File: src/rtl/tcp_tx_arbiter.sv
// ============================================================================
// tcp_tx_arbiter
// ----------------------------------------------------------------------------
// Packet-granular round-robin arbiter. Merges N_PORTS per-connection transmit
// packet FIFOs (64-bit AXI-Stream style) into one egress stream toward the MAC.
// A grant is taken in IDLE (one arbitration cycle per packet) and held from
// the first beat of a packet through its last beat, so packets never
// interleave. While a port is granted its beat fields pass straight through
// combinationally to the egress side.
//
// Optional feature (macro TCP_ARB_WATCHDOG_EN):
//   Adds parameter TIMEOUT and output watchdog_hit_o. A granted source that
//   leaves its valid low for TIMEOUT cycles is cut off with one synthetic
//   terminating beat (last=1, user=1, keep=0, data=0) that consumes nothing
//   from the source. Without the macro a stalled source keeps the grant.
//
// Parameters:
//   N_PORTS    number of requesting FIFOs (2..8)
//   CNT_WIDTH  width of the forwarded-packet counter
//   TIMEOUT    watchdog stall limit in cycles (watchdog build only)
//
// Ports:
//   clk_i           system clock, rising edge
//   rst_ni          asynchronous active-low reset
//   in_valid_i      per-port beat valid
//   in_ready_o      per-port beat ready
//   in_data_i       per-port data, port i at [64i+63:64i]
//   in_keep_i       per-port byte keep, port i at [8i+7:8i]
//   in_last_i       per-port end of packet
//   in_user_i       per-port error flag
//   out_valid_o     egress valid
//   out_ready_i     egress ready
//   out_data_o      egress data
//   out_keep_o      egress keep
//   out_last_o      egress last
//   out_user_o      egress error flag (passed through unchanged)
//   grant_o         one-hot current grant, zero while idle
//   packet_count_o  packets forwarded since reset, wraps
//   watchdog_hit_o  sticky watchdog flag (watchdog build only)
// ============================================================================
module tcp_tx_arbiter #(
    parameter int N_PORTS   = 4,
    parameter int CNT_WIDTH = 16
`ifdef TCP_ARB_WATCHDOG_EN
    ,
    parameter int TIMEOUT   = 255
`endif
) (
    input  logic                    clk_i,
    input  logic                    rst_ni,
    input  logic [N_PORTS-1:0]      in_valid_i,
    output logic [N_PORTS-1:0]      in_ready_o,
    input  logic [64*N_PORTS-1:0]   in_data_i,
    input  logic [8*N_PORTS-1:0]    in_keep_i,
    input  logic [N_PORTS-1:0]      in_last_i,
    input  logic [N_PORTS-1:0]      in_user_i,
    output logic                    out_valid_o,
    input  logic                    out_ready_i,
    output logic [63:0]             out_data_o,
    output logic [7:0]              out_keep_o,
    output logic                    out_last_o,
    output logic                    out_user_o,
    output logic [N_PORTS-1:0]      grant_o,
    output logic [CNT_WIDTH-1:0]    packet_count_o
`ifdef TCP_ARB_WATCHDOG_EN
    ,
    output logic                    watchdog_hit_o
`endif
);

    localparam int                 IDX_W    = (N_PORTS > 1) ? $clog2(N_PORTS) : 1;
    localparam int                 PW       = IDX_W + 1;
    localparam logic [PW-1:0]      N_PW     = PW'(N_PORTS);
    localparam logic [IDX_W-1:0]   LAST_IDX = IDX_W'(N_PORTS - 1);
    localparam logic [N_PORTS-1:0] ONE_HOT0 = N_PORTS'(1);

    typedef enum logic {
        S_IDLE = 1'b0,
        S_XFER = 1'b1
    } state_e;

    state_e                 state_q;
    logic [N_PORTS-1:0]     grant_q;
    logic [IDX_W-1:0]       gidx_q;      // binary index of the granted port
    logic [IDX_W-1:0]       rr_ptr_q;
    logic [IDX_W-1:0]       rr_ptr_d;
    logic [CNT_WIDTH-1:0]   pkt_cnt_q;
    logic [CNT_WIDTH-1:0]   pkt_cnt_d;

    logic                   scan_found;
    logic [IDX_W-1:0]       scan_idx;
    logic                   beat_acc;
    logic                   pkt_end;

    // Per-port views of the flat data/keep buses.
    logic [63:0]            port_data [N_PORTS];
    logic [7:0]             port_keep [N_PORTS];

    generate
        for (genvar gi = 0; gi < N_PORTS; gi++) begin : g_unpack
            assign port_data[gi] = in_data_i[64*gi +: 64];
            assign port_keep[gi] = in_keep_i[8*gi +: 8];
        end
    endgenerate

`ifdef TCP_ARB_WATCHDOG_EN
    localparam int SW = (TIMEOUT > 0) ? $clog2(TIMEOUT + 1) : 1;

    logic [SW-1:0]  stall_q;
    logic [SW-1:0]  stall_d;
    logic           wd_hit_q;
    logic           wd_fire;

    // Once the limit is reached the synthetic beat is held until accepted,
    // even if the source comes back, so the egress handshake stays stable.
    assign wd_fire = (state_q == S_XFER) && (stall_q == SW'(TIMEOUT));

    always_comb begin
        stall_d = stall_q;
        if (beat_acc) begin
            stall_d = '0;
        end else if (!in_valid_i[gidx_q] && !wd_fire) begin
            stall_d = stall_q + SW'(1);
        end
    end

    assign watchdog_hit_o = wd_hit_q;
`endif

    // Round-robin scan: first requesting port at or after rr_ptr_q, modulo
    // N_PORTS. Walking the offsets from high to low lets the lowest offset win.
    always_comb begin
        logic [PW-1:0] p_wide;
        scan_found = 1'b0;
        scan_idx   = '0;
        p_wide     = '0;
        for (int k = N_PORTS - 1; k >= 0; k--) begin
            p_wide = {1'b0, rr_ptr_q} + PW'(k);
            if (p_wide >= N_PW) begin
                p_wide = p_wide - N_PW;
            end
            if (in_valid_i[p_wide[IDX_W-1:0]]) begin
                scan_found = 1'b1;
                scan_idx   = p_wide[IDX_W-1:0];
            end
        end
    end

    // Egress pass-through of the granted port. In IDLE nothing is offered and
    // nothing is consumed; grant_q is zero there, which also keeps in_ready low.
    always_comb begin
        out_valid_o = 1'b0;
        out_data_o  = '0;
        out_keep_o  = '0;
        out_last_o  = 1'b0;
        out_user_o  = 1'b0;
        in_ready_o  = '0;
        if (state_q == S_XFER) begin
            out_valid_o = in_valid_i[gidx_q];
            out_data_o  = port_data[gidx_q];
            out_keep_o  = port_keep[gidx_q];
            out_last_o  = in_last_i[gidx_q];
            out_user_o  = in_user_i[gidx_q];
            in_ready_o  = grant_q & {N_PORTS{out_ready_i}};
`ifdef TCP_ARB_WATCHDOG_EN
            if (wd_fire) begin
                out_valid_o = 1'b1;
                out_data_o  = '0;
                out_keep_o  = '0;
                out_last_o  = 1'b1;
                out_user_o  = 1'b1;
                in_ready_o  = '0;
            end
`endif
        end
    end

    assign beat_acc = out_valid_o && out_ready_i;
    assign pkt_end  = beat_acc && out_last_o;

    // Next round-robin start is the port after the one just served.
    assign rr_ptr_d  = (gidx_q == LAST_IDX) ? '0 : gidx_q + IDX_W'(1);
    assign pkt_cnt_d = pkt_cnt_q + CNT_WIDTH'(1);

    always_ff @(posedge clk_i or negedge rst_ni) begin
        if (!rst_ni) begin
            state_q   <= S_IDLE;
            grant_q   <= '0;
            gidx_q    <= '0;
            rr_ptr_q  <= '0;
            pkt_cnt_q <= '0;
`ifdef TCP_ARB_WATCHDOG_EN
            stall_q   <= '0;
            wd_hit_q  <= 1'b0;
`endif
        end else begin
            case (state_q)
                S_IDLE: begin
                    if (scan_found) begin
                        state_q <= S_XFER;
                        grant_q <= ONE_HOT0 << scan_idx;
                        gidx_q  <= scan_idx;
`ifdef TCP_ARB_WATCHDOG_EN
                        stall_q <= '0;
`endif
                    end
                end
                S_XFER: begin
                    if (pkt_end) begin
                        state_q  <= S_IDLE;
                        grant_q  <= '0;
                        rr_ptr_q <= rr_ptr_d;
`ifdef TCP_ARB_WATCHDOG_EN
                        // A watchdog-terminated packet is flagged, not counted.
                        if (wd_fire) begin
                            wd_hit_q <= 1'b1;
                        end else begin
                            pkt_cnt_q <= pkt_cnt_d;
                        end
`else
                        pkt_cnt_q <= pkt_cnt_d;
`endif
                    end
`ifdef TCP_ARB_WATCHDOG_EN
                    stall_q <= stall_d;
`endif
                end
                default: begin
                    state_q <= S_IDLE;
                    grant_q <= '0;
                end
            endcase
        end
    end

    assign grant_o        = grant_q;
    assign packet_count_o = pkt_cnt_q;

endmodule

File: config.mk
export PLATFORM = sky130hd
export DESIGN_NAME = tcp_tx_arbiter
export DESIGN_NICKNAME = d
export VERILOG_FILES = /design/src/rtl/tcp_tx_arbiter.sv
export SDC_FILE = /design/constraint.sdc
export NUM_CORES = 1
export LEC_CHECK = 0
export CORE_AREA = 5 5 152 154
export CTS_BUF_LIST = sky130_fd_sc_hd__clkbuf_8
export DETAILED_ROUTE_END_ITERATION = 16
export DIE_AREA = 0 0 157 159
export PLACE_DENSITY = 0.53
export RECOVER_POWER = 25
export SLEW_MARGIN = 10
export SYNTH_ARGS = -nofsm -noshare
export SYNTH_HDL_FRONTEND = slang
export SYNTH_SLANG_ARGS = --single-unit
File: constraint.sdc
create_clock -name clk_i -period 3.8 [get_ports clk_i]
set_input_delay 0.76 -clock clk_i [delete_from_list [all_inputs] [get_ports clk_i]]
set_output_delay 0.76 -clock clk_i [all_outputs]
set_load 0.02 [all_outputs]
; ---- Word level (Yosys, flattened, before mapping)
; Index checks and enable logic that the tools add are counted.
[op_classes]
addsub = 9
order_cmp = 10
n_eq_ne = 3
shift = 1
n_mux = 45
bitwise = 3
n_reduce_logical = 5
[op_table]
columns = operator, count
row1 = two-way mux 64 bit, 3
row2 = binary-select mux 64 bit (select 2 bit), 1
row3 = two-way mux 8 bit, 3
row4 = two-way mux 2 bit, 9
row5 = adder 16 x 1 -> 16 bit (second input constant), 1
row6 = binary-select mux 8 bit (select 2 bit), 1
row7 = two-way mux 1 bit, 16
row8 = < comparator 2 x 3 -> 1 bit (second input constant), 5
row9 = binary-select mux 1 bit (select 2 bit), 7
row10 = greater-or-equal comparator 3 bit (second input constant), 4
row11 = two-way mux 4 bit, 3
row12 = one-hot mux 4 bit (2 select lines), 1
row13 = subtractor 2 x 1 -> 2 bit (second input constant), 4
row14 = adder 2 x 2 -> 3 bit (second input constant), 2
row15 = AND reduction 2 bit, 3
row16 = AND 4 bit, 1
row17 = << shifter 1 x 2 -> 4 bit (first input constant), 1
row18 = adder 2 x 1 -> 3 bit (second input constant), 1
row19 = greater-or-equal comparator 2 x 3 -> 1 bit (second input constant), 1
row20 = inverter 2 -> 3 bit, 1
row21 = adder 2 x 1 -> 2 bit (second input constant), 1
row22 = == test 2 bit (second input constant), 1
row23 = logical AND 1 bit, 2
row24 = inequality test 2 x 1 -> 1 bit (second input constant), 1
row25 = 3 further kinds, 3
[word_totals]
ff_bits = 25
inputBits = 303
out_inout_bits = 99
elab_cells = 81

; ---- Depth between registers and ports, before layout
[logic_depth]
word_depth = 12
ltp_mapped = 6
depth_no_buf = 5

; ---- Worst setup path before layout
; OpenSTA, ideal clock, no wires.
[synth_path]
kind = input to output
startpoint = in in_last_i[2]
endpoint = out out_last_o
arrival_time_ns = 1.529
path_slack_ns = 1.511
cell_stages = 3
n_path_buf = 0
path_cell_list = mux2i_1 nor2b_1 a211oi_1
[synth_between]
elab_chain_len = 3
[synth_lines]
columns = item, line
row1 = "start, declared", 55  ; input logic [N_PORTS-1:0] in_last_i,
row2 = binary-select mux 1 bit (select 2 bit), 162  ; out_last_o = in_last_i[gidx_q];
row3 = two-way mux 1 bit (not written as such), 162
row4 = two-way mux 1 bit, 158  ; if (state_q == S_XFER) begin
row5 = "end, declared", 61  ; output logic out_last_o,
; No other way between the ends. The select of a mux whose other input is x is not followed.

; ---- Worst setup path in the final report
; Ends and elaborated chain as after synthesis.

==> reports/results.md <==
* 89.0% — Tcrit/Tclk final
* 3 — Num CTS Buffers
* 0 — YS warnings
* 996 — nets
* 0.00274 ns — largest clock skew in the final design
* 4,634 — number of global-route vias before repair
* 3.04 ns — required time of the critical path
* 401 — input/output buffers
* 16.8% — register area share after synthesis
* 1 — CTS HTree Levels
* 0 ns — total negative setup slack
* 17.3% — initial cell density of the core
* primary output — crit end category
* primary input — Setup crit start kind
* 23,700 µm — aggregate routed wire length
* 159 µm — die height
* 3.6% — Clk pwr share
* 0 — count of max-cap constraint violations
* 0 — number of pins with negative max-slew slack in the final report
* 0 — Resized Gates After CTS
* 0 — number of enable-type register cells in the synthesized netlist
* yes — clock tree from TritonCTS
* 40 — count of cell types in the netlist
* 0.418 ns — fin worst setup slack
* 37.2% — share of the core filled with cells
* 3730 µm² — post-synthesis instance area
* clkbuf_8 — cell at the root of the clock tree
* 0.09 ns — CTS clk-pin slew, worst paths
* 17.6% — Tot GR Track Use
* state_q$_DFF_PN0_ — Critical R2R Launch
* 12.2 µm² — average cell area after synthesis
* flip-flop to flip-flop — class of the tightest hold or removal check
* 0.411 ns — worst-case setup slack after placement
* in_last_i[2] — worst setup path startpoint
* 44.5% — switching part of the total
* 8020 µm² — final instance area
* 0.905 — Final GP Congestion
* 39.6% — Max-slew headroom
* 25,000 µm² — area of the die
* 85.0% — share of power burned in combinational logic
* 25 — flip-flop and latch count after synthesis
* 2.62 ns — critical path data arrival time
* 2480 µW — Internal Dissipation
* 0.902 ns — actual transition at the worst max-transition pin
* 54 — Std-Cell Rows
* 20,300 µm — half-perimeter wire length after placement
* 33,300 µm — first-pass GRT wire length
* 634 µm² — flip-flop and latch area
* 25 — clock sink total
* 2 — worst-path maximum fanout
* 0 — setup-violating endpoint count in the final report
* 307 — number of standard cells after synthesis
* 3.38 ns — shortest period the worst path allows
* 4.53 — Via density
* 0 — hold violation total from the final report
* dfrtp_1 — top_reg_cell synth
* 0.27 ns — clock insertion delay at the later pin of the skew report
* 0 — total global routing overflow
* 0 — Detail Route Antenna Nets
* 2,110 — fill cell instance count of the final layout
* 0.00290 µW — leakage component of the power
* 4 — antenna violations before repair
* 7980 µm² — post-placement cell area
* 0 — post-CTS setup buffer count
* 296 MHz — Max Clk Rate
* 402 — total I/O pin count
* 0 — number of hold-repair buffers added at the cts stage
* 167 — Detailed Route Iter0 Violations
* 557 nW/µm² — total power per unit cell area
* 100% — proportion of register bits with asynchronous set or reset after synthesis
* packet_count_o[15]$_DFFE_PN0P_ — beginning of the worst hold path
* 2 — Max Root-Sink Buffers
* 4 — count of TritonRoute iterations in the first routing pass
* 2870 µm² — multi-input gate area in the final layout
* completed — result of the run
* 4470 µW — Total Power
* 612 — synthesized netlist net count
* no — setup repair after global routing missed its margin
* primary input to primary output — worst setup path category
* 50 — maximum number of pins on one net before global-route repair
* 0.330 mV — VDD IR-drop max
* 24.4 µm — average wire per standard cell
* 1.38 ns — register-to-register setup slack
* 11.4% — register share of total power
* 115% — Layout Area Growth over Synthesis
* 12.5% — layout cell share with drive strength beyond 1
* 4,394 — routed vias
* 21,600 µm² — core outline area
* 157 µm — width of the die
* 1990 µW — switching component of the power
* 0 — post-route DRC violation count
==> cells by family after synthesis <==
kind of cell	share of synthesized area, %
fa+ha+maj	0.670
mux	48.2
simple gates	21.3
xor+xnor	3.52
flops	16.8
buf+inv	6.47
compound gates	3.08
==> flip-flops by register name (all words and copies together) (netlist names) <==
signal and flops:
gidx_q 2, rr_ptr_q 2, grant_o 4, state_q 1
packet_count_o 16
==> power by group through the flow <==
| stage | combinational (µW) | sequential, µW | clock (µW) |
|---|---|---|---|
| 2_1_floorplan | 2270 | 424 | 0 |
| 3_3_place_gp | 3810 | 520 | 0 |
| 3_5_place_dp | 3840 | 524 | 0 |
| 4_1_cts | 3860 | 521 | 169 |
| 5_1_grt | 4000 | 533 | 178 |
| 6_report | 3800 | 509 | 161 |
==> final timing paths <==
kind | depth (start not counted) | endpoint
min in group asynchronous | 1 | packet_count_o[13]$_DFFE_PN0P_
setup / recovery | 5 | out_last_o
max in group asynchronous | 2 | packet_count_o[11]$_DFFE_PN0P_
hold / removal | 1 | packet_count_o[15]$_DFFE_PN0P_
setup reg to reg | 6 | rr_ptr_q[1]$_DFFE_PN0P_
hold reg to reg | 1 | packet_count_o[15]$_DFFE_PN0P_
==> metrics by stage <==
stage          hold slack (ns)  instances
2_1_floorplan            0.464        307
3_3_place_gp             0.469        966
3_5_place_dp             0.472        966
4_1_cts                  0.495        970
5_1_grt                  0.514        971
6_report                 0.481        971
==> layout by cell type, fill, tap and decap left out, types with 5 or more instances in the layout <==
| cell type | netlist | layout |
|---|---|---|
| mux4_1 | 12 | 12 |
| buf_4 | 2 | 7 |
| dfrtp_1 | 25 | 22 |
| nand3_1 | 9 | 9 |
| clkdlybuf4s50_1 | 0 | 389 |
| nor2_1 | 5 | 5 |
| dlygate4sd3_1 | 0 | 12 |
| nand4_1 | 8 | 8 |
| mux4_2 | 61 | 61 |
| and2_1 | 74 | 74 |
| nand2_1 | 10 | 10 |
| xnor2_1 | 14 | 14 |
| and3_1 | 10 | 10 |
==> worst max-delay path, cell delays in order <==
cell	delay [ns]
clkdlybuf4s50_1	0.49
mux2i_1	0.13
nor2b_1	0.17
a211oi_1	0.38
clkdlybuf4s50_1	0.69
==> synth_stat cells, types with 2 or more instances <==
cell type,count,share of area [%]
ha_1,2,0.67
mux4_2,61,37
xnor2_1,14,3.3
a21oi_1,4,0.54
nor2_1,5,0.50
nor4_1,4,0.67
and3_1,10,1.7
and2_1,74,12
nand3_1,9,1.2
mux4_1,12,8.4
mux2_4,3,1.2
o32ai_1,2,0.47
inv_1,3,0.30
o22ai_2,2,0.67
buf_12,4,2.1
o21ai_0,3,0.40
buf_4,2,0.40
nand2b_1,2,0.34
nand2_1,10,1.0
mux2i_1,4,1.1
a32o_1,2,0.54
nor3_1,2,0.27
dfrtp_1,25,17
clkbuf_1,11,1.1
nand4_1,8,1.3
buf_2,12,1.6
buf_6,3,0.91
and4_1,2,0.47
==> layer usage <==
| metal | share of wire, % | track usage, % | up-vias | wire length (µm) |
|---|---|---|---|---|
| met5 | 0.17 | 0 | - | 41 |
| met4 | 1.3 | 2.80 | 6 | 319 |
| met3 | 8.8 | 5.22 | 24 | 2080 |
| met2 | 53 | 32.4 | 188 | 12500 |
| met1 | 37 | 20.4 | 2194 | 8750 |
| li1 | - | - | 1982 | - |
==> final cells by class <==
type	instances	area share, %
Timing Repair Buffer	411	51.2
Multi-Input combinational cell	247	35.7
Sequential cell	25	7.91
Tap cell	280	4.37
Clock buffer	3	0.515
Inverter	3	0.140
Clock inverter	1	0.0936
Antenna cell	1	0.0312
Power figures use the tool's default switching activity.
==> patch 1 (same flow settings) <==
Put one more register stage on the output `packet_count_o`. The value now appears one clock later. The other outputs are not delayed to match.
--- a/src/rtl/tcp_tx_arbiter.sv
+++ b/src/rtl/tcp_tx_arbiter.sv
@@ -236,3 +236,5 @@
     assign grant_o        = grant_q;
-    assign packet_count_o = pkt_cnt_q;
+    always_ff @(posedge clk_i) begin
+        packet_count_o <= pkt_cnt_q;
+    end
 
Function: changed (a bounded check fails within 4 cycles, from zero or initial values and one cycle with rst_ni low).
==> patch 1 against the unedited design <==
  * Combinational power increased by 3%
  * Cell count increased by 1.2%
  * Synthesized area increased by 5.3%
  * Clock skew increased by 0.0032 ns
  * Power increased by 11%
  * Setup slack improved by 0.0071 ns
  * Count of clock-buffer cells in the layout increased by 4
  * Wire length increased by 5.8%
  * Via count increased by 0.98%
  * Synthesized cell count increased by 2.3%
  * Final area increased by 3.7%
  * Sequential cell count increased by 16
  * Largest power group unchanged
==> patch 1: results (changes against the unedited design) <==
Final GP Congestion=0.937 (+3.5%); H-tree depth=2 (+1); status=complete, no violations; hold_ws=0.393 ns (-0.0877 ns); CTS Buf Count=5 (+2); vias in the first global route=4725 (+2.0%); sequential area share after synthesis=0.241 (+0.0731); Worst-path clk slew=0.07 ns (-0.02 ns); FILL cells=2070 (-1.9%); crit path DAT=2.62 ns (about the same); Peak VDD IR=246 uV (-25%); Synth warnings=0 (unchanged); syn nets=619 (+1.1%); top cells by area, synth=mux4_2, dfrtp_1, and2_1, dfxtp_1, xnor2_1; clk_lat worst skew=0.29 ns (+0.02 ns); Final HPWL DP=21300 um (+5.3%); DRT Pass-1 Iters=4 (unchanged); GRT Util Overall=0.190 (+0.0137); share of layout cells above drive strength 1=0.141 (+0.0168); first-pass GRT wire length=35600 um (+6.9%); Final Skew=0.00599 ns (+0.00324 ns); Worst R2R Setup Slack=1.55 ns (+0.17 ns); crit path max fanout=51 (+49); reg2reg start=gidx_q[1]; ys flop type=dfrtp_1; port bufs=401 (unchanged); Slew HR=0.460 (+0.0635); largest net degree at the start of global routing=52 (+4.0%); Pleak=3.01 nW (+3.5%); r2r worst-path depth=5 (-1); Worst Hold End=packet_count_o[15]; Final nets=1004 (+0.80%); Post-Route WL=25100 um (+5.8%); initial antenna violation count=5 (+1); distinct cell type count after synthesis=38 (-5.0%); WHS Path Cells=0 (-1); Post-synth top cells=and2_1, mux4_2, dfrtp_1; FFs w/ async S/R, synth=0.610 (-0.390); RR Endpoint=rr_ptr_q[1]; Hold WC Path Type=flip-flop to flip-flop; Initial DRC Count=205 (+23%); HP Start=pkt_cnt_q[15]; CTS Buffer Depth=2 (unchanged); via count=4437 (+0.98%)
patch 1: changes by cell type after synthesis, sizes merged, moves of 2 or more:
cell,change
and4,+3
dfxtp,+16
nand4,-2
nor2,-2
nor4,-3
nand2,-5
and3,+2
patch 1: layer usage:
| metal | up-vias | part of all wire | global-route usage |
|---|---|---|---|
| li1 | 1995 | - | - |
| met1 | 2207 | 0.38 | 0.230 |
| met2 | 202 | 0.51 | 0.338 |
| met3 | 29 | 0.084 | 0.0497 |
| met4 | 4 | 0.019 | 0.0402 |
| met5 | - | 0.0013 | 0 |
patch 1: metrics by stage:
| step | area [um2] | setup WS, ns | total power, mW | instances |
|---|---|---|---|---|
| finish | 8320 | 0.425 | 4.95 | 983 |
| global route | 8320 | 0.312 | 5.21 | 983 |
| CTS | 8310 | 0.389 | 5.02 | 980 |
| detailed placement | 8210 | 0.623 | 4.69 | 972 |
| global placement | 8210 | 0.609 | 4.67 | 972 |
| floorplan | 3930 | 1.50 | 2.93 | 314 |
patch 1: final cells by class:
| cell class | count | area share |
|---|---|---|
| clock inverters | 1 | 0.000602 |
| clock buffers | 7 | 0.0116 |
| inverters | 3 | 0.00135 |
| multi-input cells | 239 | 0.335 |
| diodes | 3 | 0.000903 |
| well taps | 280 | 0.0421 |
| flip-flops and latches | 41 | 0.115 |
| repair buffers | 409 | 0.494 |
patch 1: cells by family (layout without fill, tap and decap cells):
kind of cell | Yosys count | after routing | synth area share
adder cells (fa/ha/maj) | 2 | 2 | 0.00637
AO/OA/AOI/OAI | 16 | 16 | 0.0306
flip-flops | 41 | 41 | 0.241
other | 0 | 3 | 0
AND/OR/NAND/NOR | 125 | 125 | 0.196
multiplexers | 81 | 81 | 0.443
buffers and inverters | 34 | 420 | 0.0506
XOR/XNOR | 15 | 15 | 0.0334
patch 1: worst max path at each step:
| stage | startpoint | to | slack [ns] |
|---|---|---|---|
| after floorplan | gidx_q[0] | out_data_o[27] | 1.50 |
| after global placement | in_data_i[64] | out_data_o[0] | 0.61 |
| after detailed placement | in_data_i[69] | out_data_o[5] | 0.62 |
| after CTS | gidx_q[1] | out_data_o[57] | 0.39 |
| after global routing | gidx_q[1] | out_data_o[57] | 0.31 |
| final | gidx_q[1] | out_data_o[57] | 0.42 |
patch 1: power by group:
group	leakage (nW)	switching, mW	internal, mW
clock	0.0543	0.142	0.164
combinational	2.49	1.77	2.16
sequential	0.457	0.204	0.514
total	3.01	2.11	2.83
patch 1: worst max-delay path, cell delays in order, from the launching register on:
cell             delay (ns)
dfrtp_4                0.93
buf_12                 0.29
mux4_2                 0.36
and2_1                 0.18
clkdlybuf4s50_1        0.53
==> patch 2 (same settings) <==
Without the edit above. Change the parameter `CNT_WIDTH` from 16 to 24.
--- a/src/rtl/tcp_tx_arbiter.sv
+++ b/src/rtl/tcp_tx_arbiter.sv
@@ -42,3 +42,3 @@
     parameter int N_PORTS   = 4,
-    parameter int CNT_WIDTH = 16
+    parameter int CNT_WIDTH = 24
 `ifdef TCP_ARB_WATCHDOG_EN
Ports: changed (resized packet_count_o); port bits go from 402 to 410. The function was not compared with the original's and may differ.
==> patch 2 against the unedited design <==
  * Setup slack lost 0.16 ns
  * Clock skew grew 0.0033 ns
  * Wire length grew 1.5%
  * Clock power grew 62%
  * Synthesized area grew 9.8%
  * Cell count grew 4.4%
  * Sequential cell count grew 8
  * Power grew 12%
  * Final area grew 6.3%
  * Synthesized cell count grew 12%
  * Count of clock-buffer cells in the layout grew 2
  * Global-route usage grew 0.46 points
  * Fmax shrank 4.6%
  * Critical endpoint is now out_valid_o
  * Largest power group unchanged
==> patch 2: results (changes against the unedited design) <==
max FFs per register=24 (+8); reg2reg start=gidx_q[1]; crit path max fanout=79 (+77); mux cell area share after synthesis=0.422 (-0.0603); status=complete, no violations; distinct cell type count after synthesis=37 (-7.5%); slowest CP cell=dfrtp_4; Setup crit start=gidx_q[1]; Syn Area/Cell=11.9 um2 (-1.8%); CTS Buf Count=5 (+2); average wire per standard cell=23.8 um (-2.8%); Slew HR=0.251 (-0.146); Peak VDD IR=244 uV (-26%); Final Skew=0.00604 ns (+0.00330 ns); post-synthesis compound-gate area fraction=0.0296 (-0.00121); number of diodes=0 (-1); vias in the first global route=5042 (+8.8%); r2r worst-path depth=5 (-1); Worst-path clk slew=0.07 ns (-0.02 ns); sequential area share after synthesis=0.202 (+0.0340); syn nets=648 (+5.9%); Place WS=0.522 ns (+0.110 ns); Final GP Congestion=0.901 (-0.44%); via count=4675 (+6.4%); Final HPWL DP=20200 um (-0.46%); hold_ws=0.468 ns (-0.0122 ns); first-pass GRT wire length=34600 um (+4.0%); Pleak=3.16 nW (+8.8%); initial antenna violation count=0 (-4); DP Area=8440 um2 (+5.9%); Initial DRC Count=213 (+28%); Setup CP Type=flip-flop to output pin; peak per-stage delay on the critical path=1.14 ns (+0.45 ns)
[patch 2: cell count changes after synthesis, sizes merged, moves of 3 or more]
cell / before / now
buf: 21 / 24
nor4: 4 / 15
nor3: 2 / 6
xor2: 1 / 19
dfrtp: 25 / 33
xnor2: 14 / 4
[patch 2: layout make-up]
type	instances	area, um2
Fill cell	2066	13000
Timing Repair Buffer	418	4180
Multi-Input combinational cell	272	3060
Sequential cell	33	835
Tap cell	280	350
Clock buffer	5	68.8
Clock inverter	3	17.5
Inverter	3	11.3
[patch 2: cell families after synthesis]
group,Yosys count
simple gates,149
mux,81
buf+inv,38
flops,33
xor+xnor,23
compound gates,17
fa+ha+maj,2
[patch 2: how the worst min path moves through the flow]
stage	start	endpoint	cells past startpoint
after floorplan	rst_ni	gidx_q[0]	0
after global placement	packet_count_o[23]	packet_count_o[23]	1
after global routing	packet_count_o[23]	packet_count_o[23]	1
after detailed placement	packet_count_o[23]	packet_count_o[23]	1
after CTS	packet_count_o[23]	packet_count_o[23]	1
final	packet_count_o[23]	packet_count_o[23]	1
[patch 2: power by group]
part / leakage, nW / total, mW / internal, mW / switching (mW)
combinational: 2.68 / 4.02 / 2.19 / 1.83
sequential: 0.439 / 0.714 / 0.417 / 0.297
clock: 0.0439 / 0.261 / 0.126 / 0.134
total: 3.16 / 4.99 / 2.73 / 2.26
[patch 2: routing by layer]
metal,part of all wire,wire length (um),global-route usage
met2,0.52,12500,0.331
met5,0,0,0
met3,0.074,1780,0.0381
met4,0.012,284,0.0217
met1,0.40,9570,0.224
